==> src/rtl/product_accumulator.sv <==
// product_accumulator: sums each group of COUNT unsigned products into an
// ACC_W-bit result with a sticky carry flag, handed downstream over valid/ready.
module product_accumulator #(
    parameter int unsigned PROD_W = 16,
    parameter int unsigned ACC_W  = 24,
    parameter int unsigned COUNT  = 4
) (
    input  logic              clk,
    input  logic              rst,
    input  logic              in_valid,
    output logic              in_ready,
    input  logic [PROD_W-1:0] in_product,
    output logic              out_valid,
    input  logic              out_ready,
    output logic [ACC_W-1:0]  out_sum,
    output logic              out_overflow
);

    localparam int unsigned CNT_W = (COUNT > 1) ? $clog2(COUNT) : 1;
    localparam logic [CNT_W-1:0] LAST_CNT = CNT_W'(COUNT - 1);

    typedef enum logic {
        ST_ACCUM = 1'b0,
        ST_HOLD  = 1'b1
    } state_t;

    state_t            r_state;
    state_t            w_state_next;
    logic [ACC_W-1:0]  r_acc;
    logic [CNT_W-1:0]  r_count;
    logic              r_flag;
    logic [ACC_W-1:0]  r_out_sum;
    logic              r_out_overflow;

    logic              w_in_accept;
    logic              w_out_accept;
    logic              w_last;
    logic [ACC_W:0]    w_sum_ext;
    logic              w_carry;

    // Handshake flags come from the state register only; rst gating keeps
    // every output low while reset is asserted.
    assign in_ready     = (r_state == ST_ACCUM) && !rst;
    assign out_valid    = (r_state == ST_HOLD);
    assign out_sum      = r_out_sum;
    assign out_overflow = r_out_overflow;

    assign w_in_accept  = in_valid && (r_state == ST_ACCUM);
    assign w_out_accept = out_ready && (r_state == ST_HOLD);
    assign w_last       = (r_count == LAST_CNT);
    assign w_sum_ext    = {1'b0, r_acc} + {{(ACC_W - PROD_W + 1){1'b0}}, in_product};
    assign w_carry      = w_sum_ext[ACC_W];

    // State register
    always_ff @(posedge clk or posedge rst) begin
        if (rst) begin
            r_state <= ST_ACCUM;
        end else begin
            r_state <= w_state_next;
        end
    end

    // Next-state logic: close a group on its last accept, release on output accept
    always_comb begin
        w_state_next = r_state;
        case (r_state)
            ST_ACCUM: if (w_in_accept && w_last) w_state_next = ST_HOLD;
            ST_HOLD:  if (w_out_accept)          w_state_next = ST_ACCUM;
            default:  w_state_next = ST_ACCUM;
        endcase
    end

    // Accumulator datapath and result registers
    always_ff @(posedge clk or posedge rst) begin
        if (rst) begin
            r_acc          <= '0;
            r_count        <= '0;
            r_flag         <= 1'b0;
            r_out_sum      <= '0;
            r_out_overflow <= 1'b0;
        end else if (w_in_accept) begin
            if (w_last) begin
                r_out_sum      <= w_sum_ext[ACC_W-1:0];
                r_out_overflow <= r_flag | w_carry;
                r_acc          <= '0;
                r_count        <= '0;
                r_flag         <= 1'b0;
            end else begin
                r_acc   <= w_sum_ext[ACC_W-1:0];
                r_count <= r_count + 1'b1;
                r_flag  <= r_flag | w_carry;
            end
        end
    end

endmodule

==> config.mk <==
export PLATFORM = sky130hd
export DESIGN_NAME = product_accumulator
export DESIGN_NICKNAME = d
export VERILOG_FILES = /design/src/rtl/product_accumulator.sv
export SDC_FILE = /design/constraint.sdc
export NUM_CORES = 1
export LEC_CHECK = 0
export BUFFER_PORTS_ARGS = -buffer_cell sky130_fd_sc_hd__buf_2
export CORE_MARGIN = 2
export CORE_UTILIZATION = 40
export DETAILED_ROUTE_END_ITERATION = 6
export GPL_TIMING_DRIVEN = 0
export MAX_ROUTING_LAYER = met4
export PLACE_DENSITY = 0.62
export SLEW_MARGIN = 20
export SYNTH_ARGS = -nofsm -noshare
export SYNTH_HDL_FRONTEND = slang
export SYNTH_SLANG_ARGS = --single-unit
==> constraint.sdc <==
create_clock -name clk -period 6.7 [get_ports clk]
set_input_delay 0.67 -clock clk [delete_from_list [all_inputs] [get_ports clk]]
set_output_delay 0.67 -clock clk [all_outputs]
set_load 0.01 [all_outputs]
# Word level (Yosys, flattened, before mapping)
# Cells that the tools add are included.
word_totals:
  elab_cells: 23
  output_inout_bits: 27
  register_bits: 53
  input_bits: 20
classes:
  add_sub_neg: 2
  n_mux: 6
  n_bitwise: 2
  n_eq_ne: 1
  reduce_logical: 6
ops:
  columns: ["operator", "n"]
  rows:
  - ["24-bit by 16-bit adder with 25-bit output", 1]
  - ["24-bit two-way mux", 1]
  - ["1-bit logical AND", 4]
  - ["1-bit two-way mux", 3]
  - ["2-bit by 1-bit adder with 2-bit output, second input constant", 1]
  - ["2-bit equality test, second input constant", 1]
  - ["2-bit two-way mux", 1]
  - ["1-bit case mux with 2 select lines", 1]
  - ["2-bit AND reduction", 1]
  - ["1-bit zero test", 1]
  - ["1-bit inverter", 1]
  - ["1-bit bitwise OR", 1]

# Logic depth before layout (Yosys ltp)
# Gate-level depths: netlist of run 1.
depth:
  ltp_word: 5
  depth_mapped: 9
  depth_no_buf: 8

# Least setup slack after synthesis of run 1
# No wires, ideal clock.
synth_timing:
  kind: "input to register"
  start: "input in_product[0]"
  end: "register r_out_sum[20], in the netlist out_sum[20]"
  path_buffers: 0
  setup_time_ns: 0.124
  t_arrival_ns: 2.473
  required_time_ns: 6.576
  path_slack_ns: 4.103
  cell_stages: 8
  path_cell_list: "ha_1 -> fa_1 -> a21o_1 -> a221oi_4 -> o22ai_2 -> o21ai_4 -> nor3_1 -> o31a_1"
synth_via:
  elab_chain_cells: 1
synth_lines:
  columns: ["item", "line", "rtl"]
  rows:
  - ["start, declared", "12", "input logic [PROD_W-1:0] in_product,"]
  - ["24-bit by 16-bit adder with 25-bit output", "51", "assign w_sum_ext = {1'b0, r_acc} + {{(ACC_W - PROD_W + 1){1'b0}}, in_product};"]
  - ["end signal, assigned", "83", "r_out_sum <= w_sum_ext[ACC_W-1:0];"]
  - ["end, declared", "32", "logic [ACC_W-1:0] r_out_sum;"]
# Every way passes these cells.
# A chain may end at the register's enable or synchronous reset.

# Worst setup path after layout of run 1
# Ends and elaborated chain as after synthesis.

==> flow_metrics.py, run 1 <==
metrics = {
    "placement": {
        "gp_congestion": 0.932,
        "dp.cells": 513,
        "dpl_worst_slack_ns": 3.71,
        "port_buffers": 46,
        "hpwlAfterDp_um": 5910,
    },
    "power": {
        "vdd_ir_drop_max_mv": 0.184,
        "power_density_nw_per_um2": 458,
        "p_leak_nw": 1.68,
    },
    "logic_synthesis": {
        "synth_fp_nets": 403,
        "synth_edf_count": 0,
        "yosysUniqueCellTypes": 58,
        "yosys_warnings": 0,
        "synth_area_leaders": "dfrtp_1, nand2_1, o21ai_0",
        "ys_seq_elements": 53,
        "yosysSeqAreaShare_pct": 40.6,
        "synth.most_common_cell": "nand2_1",
        "netlist_instances": 365,
        "synth_top_area_share_pct": 40.6,
        "ys.flop_type": "dfrtp_1",
        "syn_avg_cell_area_um2": 8.94,
        "syn_area_um2": 3260,
        "synthTopCellsByCount": "nand2_1, dfrtp_1, o21ai_0",
        "synth_top_area_cell": "dfrtp_1",
        "postSynth.asyncResetShare_pct": 100,
    },
    "hold_path": {
        "hold_path_class": "input port to asynchronous set/reset pin",
    },
    "sta": {
        "rsz0062_at_grt": "false",
        "fin_skew_ns": 0.00589,
        "timing.fmax_mhz": 374,
        "finalHoldViolCount": 0,
        "setup_ws_ns": 4.02,
        "fin_setup_tns_ns": 0,
        "worst_pin_slew_ns": 0.672,
        "setup_viol": 0,
        "drv_slew": 0,
        "period_share_pct": 39.9,
        "relSlewSlack_pct": 55.2,
        "post-route-min-period_ns": 2.68,
    },
    "critical_path": {
        "r2r_end": "out_sum[20]$_DFFE_PP0P_",
        "reg2reg_depth": 8,
        "worst-path-max-fanout": 9,
        "path_class": "input port to flop",
        "cp_num_cells": 9,
        "max_stage_delay_ns": 0.44,
        "crit_path_start_kind": "input port",
        "r2r-start": "r_acc[0]$_DFFE_PP0P_",
        "slowest_stage": "a221oi_4",
        "endpoint": "out_sum[20]$_DFFE_PP0P_",
        "crit_path_start": "in_product[0]",
        "crit_family": "compound AO/OA/AOI/OAI gates",
        "worst_ep_arrival_time_ns": 2.88,
        "cp.required_ns": 6.90,
        "crit_chain": "buf_2, ha_1, fa_1, a21o_1, a221oi_4, o22ai_2, o21ai_4, nor3_1, o31a_1",
        "critPathBufInv": 1,
        "crit_path_end_kind": "flop",
        "rrSetupSlack_ns": 4.10,
    },
    "routing": {
        "ant_nets": 0,
        "vias": 2858,
        "wl_per_cell_um": 15.4,
        "wirelength_um": 8050,
        "drtIter0Drc": 118,
        "route.detailed.drc": 0,
        "viasPerCell": 5.49,
        "drt_pass1_iterations": 4,
    },
    "grt": {
        "grt_pass1_vias": 2793,
        "gr-usage-all-layers_pct": 20.4,
        "antenna_found_initial": 0,
        "grt_pass1_wl_um": 13800,
        "grt_overflow": 0,
        "grt_max_degree": 54,
    },
    "clock_network": {
        "clkSinkCount": 53,
        "h-tree-depth": 2,
        "cts_resized": 0,
        "cts_tree": "built",
        "cts_root_buf": "clkbuf_8",
        "clk_latency_ns": 0.31,
        "hold_buffers": 0,
        "clk_pin_slew_ns": 0.10,
        "clockBufferDepth": 2,
        "post_cts_buffers": 0,
        "cts_buffers": 5,
    },
    "die": {
        "die_h_um": 94.3,
        "die-area_um2": 8900,
        "ios": 47,
        "core-area_um2": 7810,
        "row_count": 32,
        "die_w_um": 94.3,
        "initial_utilization_pct": 41.8,
    },
    "final_layout": {
        "nNetsFinal": 456,
        "fin_cells": 521,
        "diodes": 0,
        "fin_util_pct": 47.5,
        "drive_gt1_share_pct": 19.1,
        "area.growth.synth_to_final_pct": 13.7,
    },
    "run": {
        "maxCapViolCount": 0,
    },
    "run_status": {
        "status": "finished clean",
    },
}
power by group:
part	internal, mW	switching (mW)	leakage, nW
registers	0.455	0.0759	0.654
clock network	0.0740	0.112	0.0374
logic	0.385	0.597	0.992
total	0.914	0.785	1.68
cell usage in the layout, fill, tap and decap left out, drive strengths merged, types with 3 or more instances in the layout:
cell type  instances
nand2             71
buf               58
dfrtp             53
o21ai             45
clkbuf            19
ha                17
a21oi             15
nor2              11
xnor2              9
nand3              9
xor2               8
nand4              8
o31ai              8
a31oi              6
inv                6
a21o               5
o21a               5
or3                5
nand2b             4
and2               4
nand3b             4
nor4               4
and3               4
a21boi             3
or4                3
nor3               3
o22ai              3
routing by layer:
| layer | wire length (um) | part of all wire, % | track usage, % | up-vias |
|---|---|---|---|---|
| li1 | - | - | - | 1414 |
| met1 | 3990 | 50 | 28.0 | 1376 |
| met2 | 3700 | 46 | 31.8 | 60 |
| met3 | 256 | 3.2 | 3.21 | 8 |
| met4 | 99 | 1.2 | 4.83 | 0 |
| met5 | 0 | 0 | - | - |
per-stage QoR:
| stage | cell area [um^2] | total power [mW] | hold slack [ns] |
|---|---|---|---|
| after global placement | 3620 | 1.50 | 0.454 |
| after floorplan | 3260 | 1.26 | 0.443 |
| final | 3710 | 1.70 | 0.456 |
| after detailed placement | 3620 | 1.52 | 0.465 |
| after CTS | 3710 | 1.71 | 0.486 |
| after global routing | 3710 | 1.87 | 0.514 |
final cells by class:
type / count / area (um^2)
repair buffers: 46 / 230
flip-flops and latches: 53 / 1330
fillers: 796 / 4100
multi-input cells: 281 / 1810
well taps: 102 / 128
plain buffers: 25 / 109
clock inverters: 2 / 15.0
inverters: 6 / 25.0
clock buffers: 6 / 72.6
flip-flops by register name, summed over array words and instances (netlist names):
name / flops
out_sum: 24
r_acc: 24
r_count: 2
out_overflow: 1
out_valid: 1
r_flag: 1
worst min-delay path by stage:
stage,from,endpoint,slack (ns),cells past startpoint
3_3_place_gp,r_acc[0]$_DFFE_PP0P_,r_acc[0]$_DFFE_PP0P_,0.45,2
2_1_floorplan,r_acc[0]$_DFFE_PP0P_,r_acc[0]$_DFFE_PP0P_,0.44,2
3_5_place_dp,out_sum[3]$_DFFE_PP0P_,out_sum[3]$_DFFE_PP0P_,0.47,2
4_1_cts,rst,out_valid$_DFF_PP0_,0.49,2
5_1_grt,rst,out_sum[20]$_DFFE_PP0P_,0.51,2
6_report,rst,out_valid$_DFF_PP0_,0.46,2
kinds of logic after synthesis:
logic type               after synthesis  synth area share, %
AO/OA/AOI/OAI                        111                 23.4
XOR/XNOR                              17                 4.56
adder cells (fa/ha/maj)               18                 7.13
buffers and inverters                 31                 4.03
flip-flops                            53                 40.6
multiplexers                           1                0.307
AND/OR/NAND/NOR                      134                 19.9
worst register-to-register path, delay by kind of cell (launching register included):
family | cells | cell delay (ns)
adder cells (fa/ha/maj) | 2 | 0.62
AO/OA/AOI/OAI | 5 | 1.40
flip-flops | 1 | 0.39
AND/OR/NAND/NOR | 1 | 0.09
Power figures use the tool's default switching activity.
==> inputs of run 2 (changes only) <==
PLACE_DENSITY = 0.64   (was 0.62)
clock period = 2.3 ns   (was 6.7 ns; I/O delays follow)
==> run 2 against run 1 <==
- sequential power grew to 2.9 times the previous value
- largest power group unchanged
- cell area grew 7.7%
- cell count grew 1.7%
- clock power grew to 3.4 times the previous value
- utilization grew 3.7 points
- the flow now finishes with violations (negative setup slack)
- register-to-register slack lost 4.2 ns
- routed wire length grew 4.8%
- highest routed layer unchanged
- clock-buffer cell count shrank 1
- sequential cell count is the same
- via count grew 2.2%
==> flow_metrics.py, run 2 (synthesized netlist as in run 1, its figures left out) <==
metrics = {
    "grt": {
        "gr-usage-all-layers_pct": 20.4,
        "antenna_found_initial": 0,
        "grt_pass1_vias": 2825,
        "grt_pass1_wl_um": 13900,
        "grt_max_degree": 54,
        "grt_overflow": 0,
    },
    "clock_network": {
        "hold_buffers": 0,
        "clk_pin_slew_ns": 0.10,
        "cts_root_buf": "clkbuf_8",
        "cts_tree": "built",
        "h-tree-depth": 2,
        "clockBufferDepth": 2,
        "cts_buffers": 5,
        "clk_latency_ns": 0.31,
        "clkSinkCount": 53,
    },
    "die": {
        "die_h_um": 94.3,
        "core-area_um2": 7810,
        "die_w_um": 94.3,
        "ios": 47,
        "row_count": 32,
        "initial_utilization_pct": 41.8,
        "die-area_um2": 8900,
    },
    "routing": {
        "viasPerCell": 5.51,
        "route.detailed.drc": 0,
        "wl_per_cell_um": 15.9,
        "drt_pass1_iterations": 4,
        "vias": 2922,
        "ant_nets": 0,
        "wirelength_um": 8430,
        "drtIter0Drc": 139,
    },
    "placement": {
        "port_buffers": 46,
        "dpl_worst_slack_ns": -0.268,
        "dp.cells": 513,
        "hpwlAfterDp_um": 5930,
        "gp_congestion": 0.875,
        "dpl_cell_area_um2": 3620,
    },
    "final_layout": {
        "mostFrequentLayoutCells": "nand2_1, buf_2, dfrtp_1",
        "area.growth.synth_to_final_pct": 22.5,
        "fin_area_um2": 4000,
        "fin_util_pct": 51.2,
        "nFillCells": 769,
        "nNetsFinal": 466,
        "fin_cells": 530,
        "drive_gt1_share_pct": 28.3,
        "diodes": 0,
        "layout_commonest_cell": "nand2_1",
    },
    "sta": {
        "finalHoldViolCount": 0,
        "fin_skew_ns": 0.0126,
        "timing.fmax_mhz": 422,
        "whs_ns": 0.0160,
        "post-route-min-period_ns": 2.37,
        "setup_ws_ns": -0.0720,
        "period_share_pct": 103,
        "worst_pin_slew_ns": 0.665,
        "setup_viol": 6,
        "drv_slew": 0,
        "fin_setup_tns_ns": -0.171,
        "relSlewSlack_pct": 55.7,
        "rsz0062_at_grt": "true",
    },
    "power": {
        "power.total_mw": 5.60,
        "p_leak_nw": 1.79,
        "vdd_ir_drop_max_mv": 0.514,
        "power_density_nw_per_um2": 1400,
    },
    "critical_path": {
        "slowest_stage": "dfrtp_1",
        "path_class": "flop to flop",
        "rrSetupSlack_ns": -0.07,
        "r2r-start": "r_acc[0]$_DFFE_PP0P_",
        "worst-path-max-fanout": 5,
        "worst_ep_arrival_time_ns": 2.59,
        "r2r_end": "r_flag$_DFFE_PP0P_",
        "crit_path_end_kind": "flop",
        "cp.required_ns": 2.51,
        "reg2reg_depth": 10,
        "max_stage_delay_ns": 0.40,
        "crit_chain": "ha_2, fa_2, a21o_1, a221oi_4, buf_12, o22ai_4, o21ai_4, buf_4, nor3_2, o21a_1",
        "crit_path_start_kind": "flop",
    },
    "run_status": {
        "status": "finished with violations",
        "violations": "negative setup slack",
    },
    "run": {
        "maxCapViolCount": 0,
    },
    "hold_path": {
        "hold_path_class": "input port to asynchronous set/reset pin",
    },
}
run 2: cell count changes in the layout (fill, tap and decap cells not counted), sizes merged:
cell / delta
buf: +7
bufinv: +1
clkbuf: +1
clkinv: +1
clkinvlp: -2
o21ai: +1
run 2: per-layer routing:
| metal | wire length [um] | vias up | track usage (%) |
|---|---|---|---|
| li1 | - | 1430 | - |
| met4 | 109 | 0 | 5.07 |
| met2 | 4130 | 66 | 32.2 |
| met5 | 0 | - | - |
| met1 | 3830 | 1415 | 27.6 |
| met3 | 362 | 11 | 3.29 |
run 2: timing repair:
item	CTS	global route
setup buffers	5	5
gates cloned	1	0
endpoints found under the setup margin	21	40
resized for setup	18	39
pin swaps	11	16
hold endpoints to repair	0	0
run 2: worst max path at each step:
| stage | to | slack, ns | from | cells after the start |
|---|---|---|---|---|
| after CTS | r_acc[12]$_DFFE_PP0P_ | -0.1 | r_acc[0]$_DFFE_PP0P_ | 9 |
| after global placement | out_sum[12]$_DFFE_PP0P_ | -0.21 | r_acc[0]$_DFFE_PP0P_ | 8 |
| after detailed placement | r_acc[12]$_DFFE_PP0P_ | -0.27 | r_acc[0]$_DFFE_PP0P_ | 8 |
| after global routing | r_acc[12]$_DFFE_PP0P_ | -0.18 | r_acc[0]$_DFFE_PP0P_ | 9 |
| after floorplan | out_sum[20]$_DFFE_PP0P_ | 0.02 | r_acc[0]$_DFFE_PP0P_ | 8 |
| final | r_flag$_DFFE_PP0P_ | -0.07 | r_acc[0]$_DFFE_PP0P_ | 10 |
run 2: power by group:
group          internal [mW]  leakage, nW  switching [mW]
Sequential              1.33        0.654           0.221
Combinational           1.42         1.08            2.00
Clock                  0.317       0.0540           0.310
Total                   3.06         1.79            2.53
run 2: layout make-up:
type / count / area (um^2) / area share, %
Clock buffer: 5 / 68.8 / 1.72
Inverter: 6 / 25.0 / 0.626
Clock inverter: 2 / 35.0 / 0.877
Buffer: 25 / 119 / 2.97
Timing Repair Buffer: 55 / 310 / 7.76
Multi-Input combinational cell: 282 / 1980 / 49.7
Sequential cell: 53 / 1330 / 33.2
Tap cell: 102 / 128 / 3.19
run 2: worst max-delay path: cells and delay by family, from the launching register on:
| kind | cells | cell delay, ns |
|---|---|---|
| compound gates | 5 | 0.98 |
| fa+ha+maj | 2 | 0.54 |
| buf+inv | 2 | 0.32 |
| flops | 1 | 0.40 |
| simple gates | 1 | 0.03 |
==> inputs of run 3 (changes only) <==
SETUP_SLACK_MARGIN = 0.4   (was unset)
==> run 3 against run 2 <==
- the flow still finishes with violations (negative setup slack)
- via count up 3.8%
- cell area up 12%
- clock-buffer cell count grew 2
- sequential cell count unchanged
- global-route usage increased by 1.3 points
- cell count is 3.0% higher
- combinational power rose by 26%
==> flow_metrics.py, run 3 (synthesized netlist as in run 1, its figures left out) <==
metrics = {
    "clock_network": {
        "cts_buffers": 5,
        "clk_pin_slew_ns": 0.10,
        "cts_tree": "built",
        "h-tree-depth": 2,
        "clockBufferDepth": 2,
        "cts_root_buf": "clkbuf_8",
        "clk_latency_ns": 0.33,
        "clkSinkCount": 53,
    },
    "critical_path": {
        "path_class": "flop to flop",
        "critPathBufInv": 1,
        "crit_chain": "ha_4, fa_2, a21o_1, a221oi_4, buf_4, o22ai_4, o21ai_4, nor3_1, o31a_1",
        "worst-path-max-fanout": 5,
        "crit_path_end_kind": "flop",
        "worst_ep_arrival_time_ns": 2.67,
        "slowest_stage": "dfrtp_1",
        "crit_family": "compound AO/OA/AOI/OAI gates",
        "max_stage_delay_ns": 0.42,
        "cp.required_ns": 2.52,
        "crit_path_start_kind": "flop",
    },
    "final_layout": {
        "area.growth.synth_to_final_pct": 37.2,
        "layout_commonest_cell": "nand2_1",
        "nFillCells": 711,
        "mostFrequentLayoutCells": "nand2_1, dfrtp_1, buf_2",
        "drive_gt1_share_pct": 37.2,
        "nNetsFinal": 481,
        "diodes": 0,
    },
    "die": {
        "core-area_um2": 7810,
        "initial_utilization_pct": 41.8,
        "ios": 47,
        "die_h_um": 94.3,
        "die_w_um": 94.3,
        "row_count": 32,
        "die-area_um2": 8900,
    },
    "sta": {
        "setup_viol": 12,
        "fin_setup_tns_ns": -1.07,
        "fin_skew_ns": 0.00880,
        "worst_pin_slew_ns": 0.667,
        "relSlewSlack_pct": 55.6,
        "rsz0062_at_grt": "true",
        "drv_slew": 0,
        "timing.fmax_mhz": 409,
        "period_share_pct": 106,
        "finalHoldViolCount": 0,
        "whs_ns": 0.00989,
        "post-route-min-period_ns": 2.44,
        "setup_ws_ns": -0.145,
    },
    "run": {
        "maxCapViolCount": 0,
    },
    "power": {
        "clkPwrFrac_pct": 8.6,
        "switching_share_pct": 46.0,
        "vdd_ir_drop_max_mv": 0.724,
        "intPower_mw": 3.48,
        "seq_power_share_pct": 24.4,
        "power_density_nw_per_um2": 1440,
        "p_leak_nw": 1.93,
        "p_switching_mw": 2.96,
        "p_comb_share_pct": 67.0,
    },
    "routing": {
        "wl_per_cell_um": 16.8,
        "drt_pass1_iterations": 4,
        "viasPerCell": 5.55,
        "wirelength_um": 9200,
        "drtIter0Drc": 131,
        "ant_nets": 0,
        "vias": 3032,
        "route.detailed.drc": 0,
    },
    "placement": {
        "port_buffers": 46,
        "hpwlAfterDp_um": 5940,
        "gp_congestion": 0.883,
    },
    "run_status": {
        "violations": "negative setup slack",
        "status": "finished with violations",
    },
    "grt": {
        "grt_pass1_wl_um": 14700,
        "gr-usage-all-layers_pct": 21.7,
        "grt_overflow": 0,
        "antenna_found_initial": 0,
        "grt_max_degree": 54,
        "grt_pass1_vias": 2964,
    },
    "hold_path": {
        "hold_path_class": "input port to asynchronous set/reset pin",
    },
}
-- run 3: cell types whose count changed in the layout (fill, tap and decap cells not counted), sizes merged --
cell      previous run  this run
clkbuf              20        19
bufinv               1         0
buf                 65        83
clkinv               1         0
clkinvlp             0         1
-- run 3: power groups by stage --
stage / Combinational [mW] / Sequential [mW] / Clock, mW
after global placement: 2.95 / 1.55 / 0
after detailed placement: 3.00 / 1.57 / 0
after floorplan: 2.17 / 1.63 / 0
after global routing: 4.71 / 1.62 / 0.591
final: 4.31 / 1.57 / 0.556
after CTS: 3.71 / 1.56 / 0.556
-- run 3: layout make-up --
class / instances / area [um^2] / area share (%)
Buffer: 25 / 163 / 3.63
Clock buffer: 7 / 76.3 / 1.71
Clock inverter: 1 / 7.51 / 0.168
Inverter: 6 / 25.0 / 0.559
Multi-Input combinational cell: 282 / 2330 / 52.0
Sequential cell: 53 / 1330 / 29.6
Tap cell: 102 / 128 / 2.85
Timing Repair Buffer: 70 / 422 / 9.42
-- run 3: final timing paths --
kind	startpoint	end	slack [ns]	depth (start not counted)
max	r_acc[0]$_DFFE_PP0P_	out_sum[20]$_DFFE_PP0P_	-0.14	9
min in group clk	out_ready	out_valid$_DFF_PP0_	0.08	2
max in group asynchronous	rst	out_sum[9]$_DFFE_PP0P_	1.85	2
min	rst	out_valid$_DFF_PP0_	0.01	2
min reg2reg	out_sum[1]$_DFFE_PP0P_	out_sum[1]$_DFFE_PP0P_	0.48	2
max reg2reg	r_acc[0]$_DFFE_PP0P_	out_sum[20]$_DFFE_PP0P_	-0.14	9
-- run 3: per-layer routing --
| layer | routed length [um] | global-route usage, % |
|---|---|---|
| met1 | 4100 | 28.1 |
| met2 | 4600 | 35.4 |
| met3 | 357 | 3.29 |
| met4 | 137 | 6.16 |
| met5 | 0 | - |
-- run 3: stage by stage --
step / power [mW] / setup slack, ns / utilization [%] / std cells / instance area, um^2
after floorplan: 3.80 / 0.0378 / - / 365 / 3340
after global placement: 4.50 / -0.174 / 47.4 / 513 / 3700
after detailed placement: 4.56 / -0.228 / 47.5 / 513 / 3700
after CTS: 5.82 / -0.0765 / 53.3 / 538 / 4160
after global routing: 6.92 / -0.262 / 57.3 / 546 / 4480
final: 6.44 / -0.145 / 57.3 / 546 / 4480
-- run 3: repair_timing --
| action | 4_1_cts | 5_1_grt |
|---|---|---|
| cloned | 1 | 0 |
| gates resized for setup | 69 | 52 |
| hold buffers | 0 | 0 |
| endpoints found under the setup margin | 50 | 49 |
| pin swaps | 28 | 22 |
| buffers inserted | 16 | 8 |
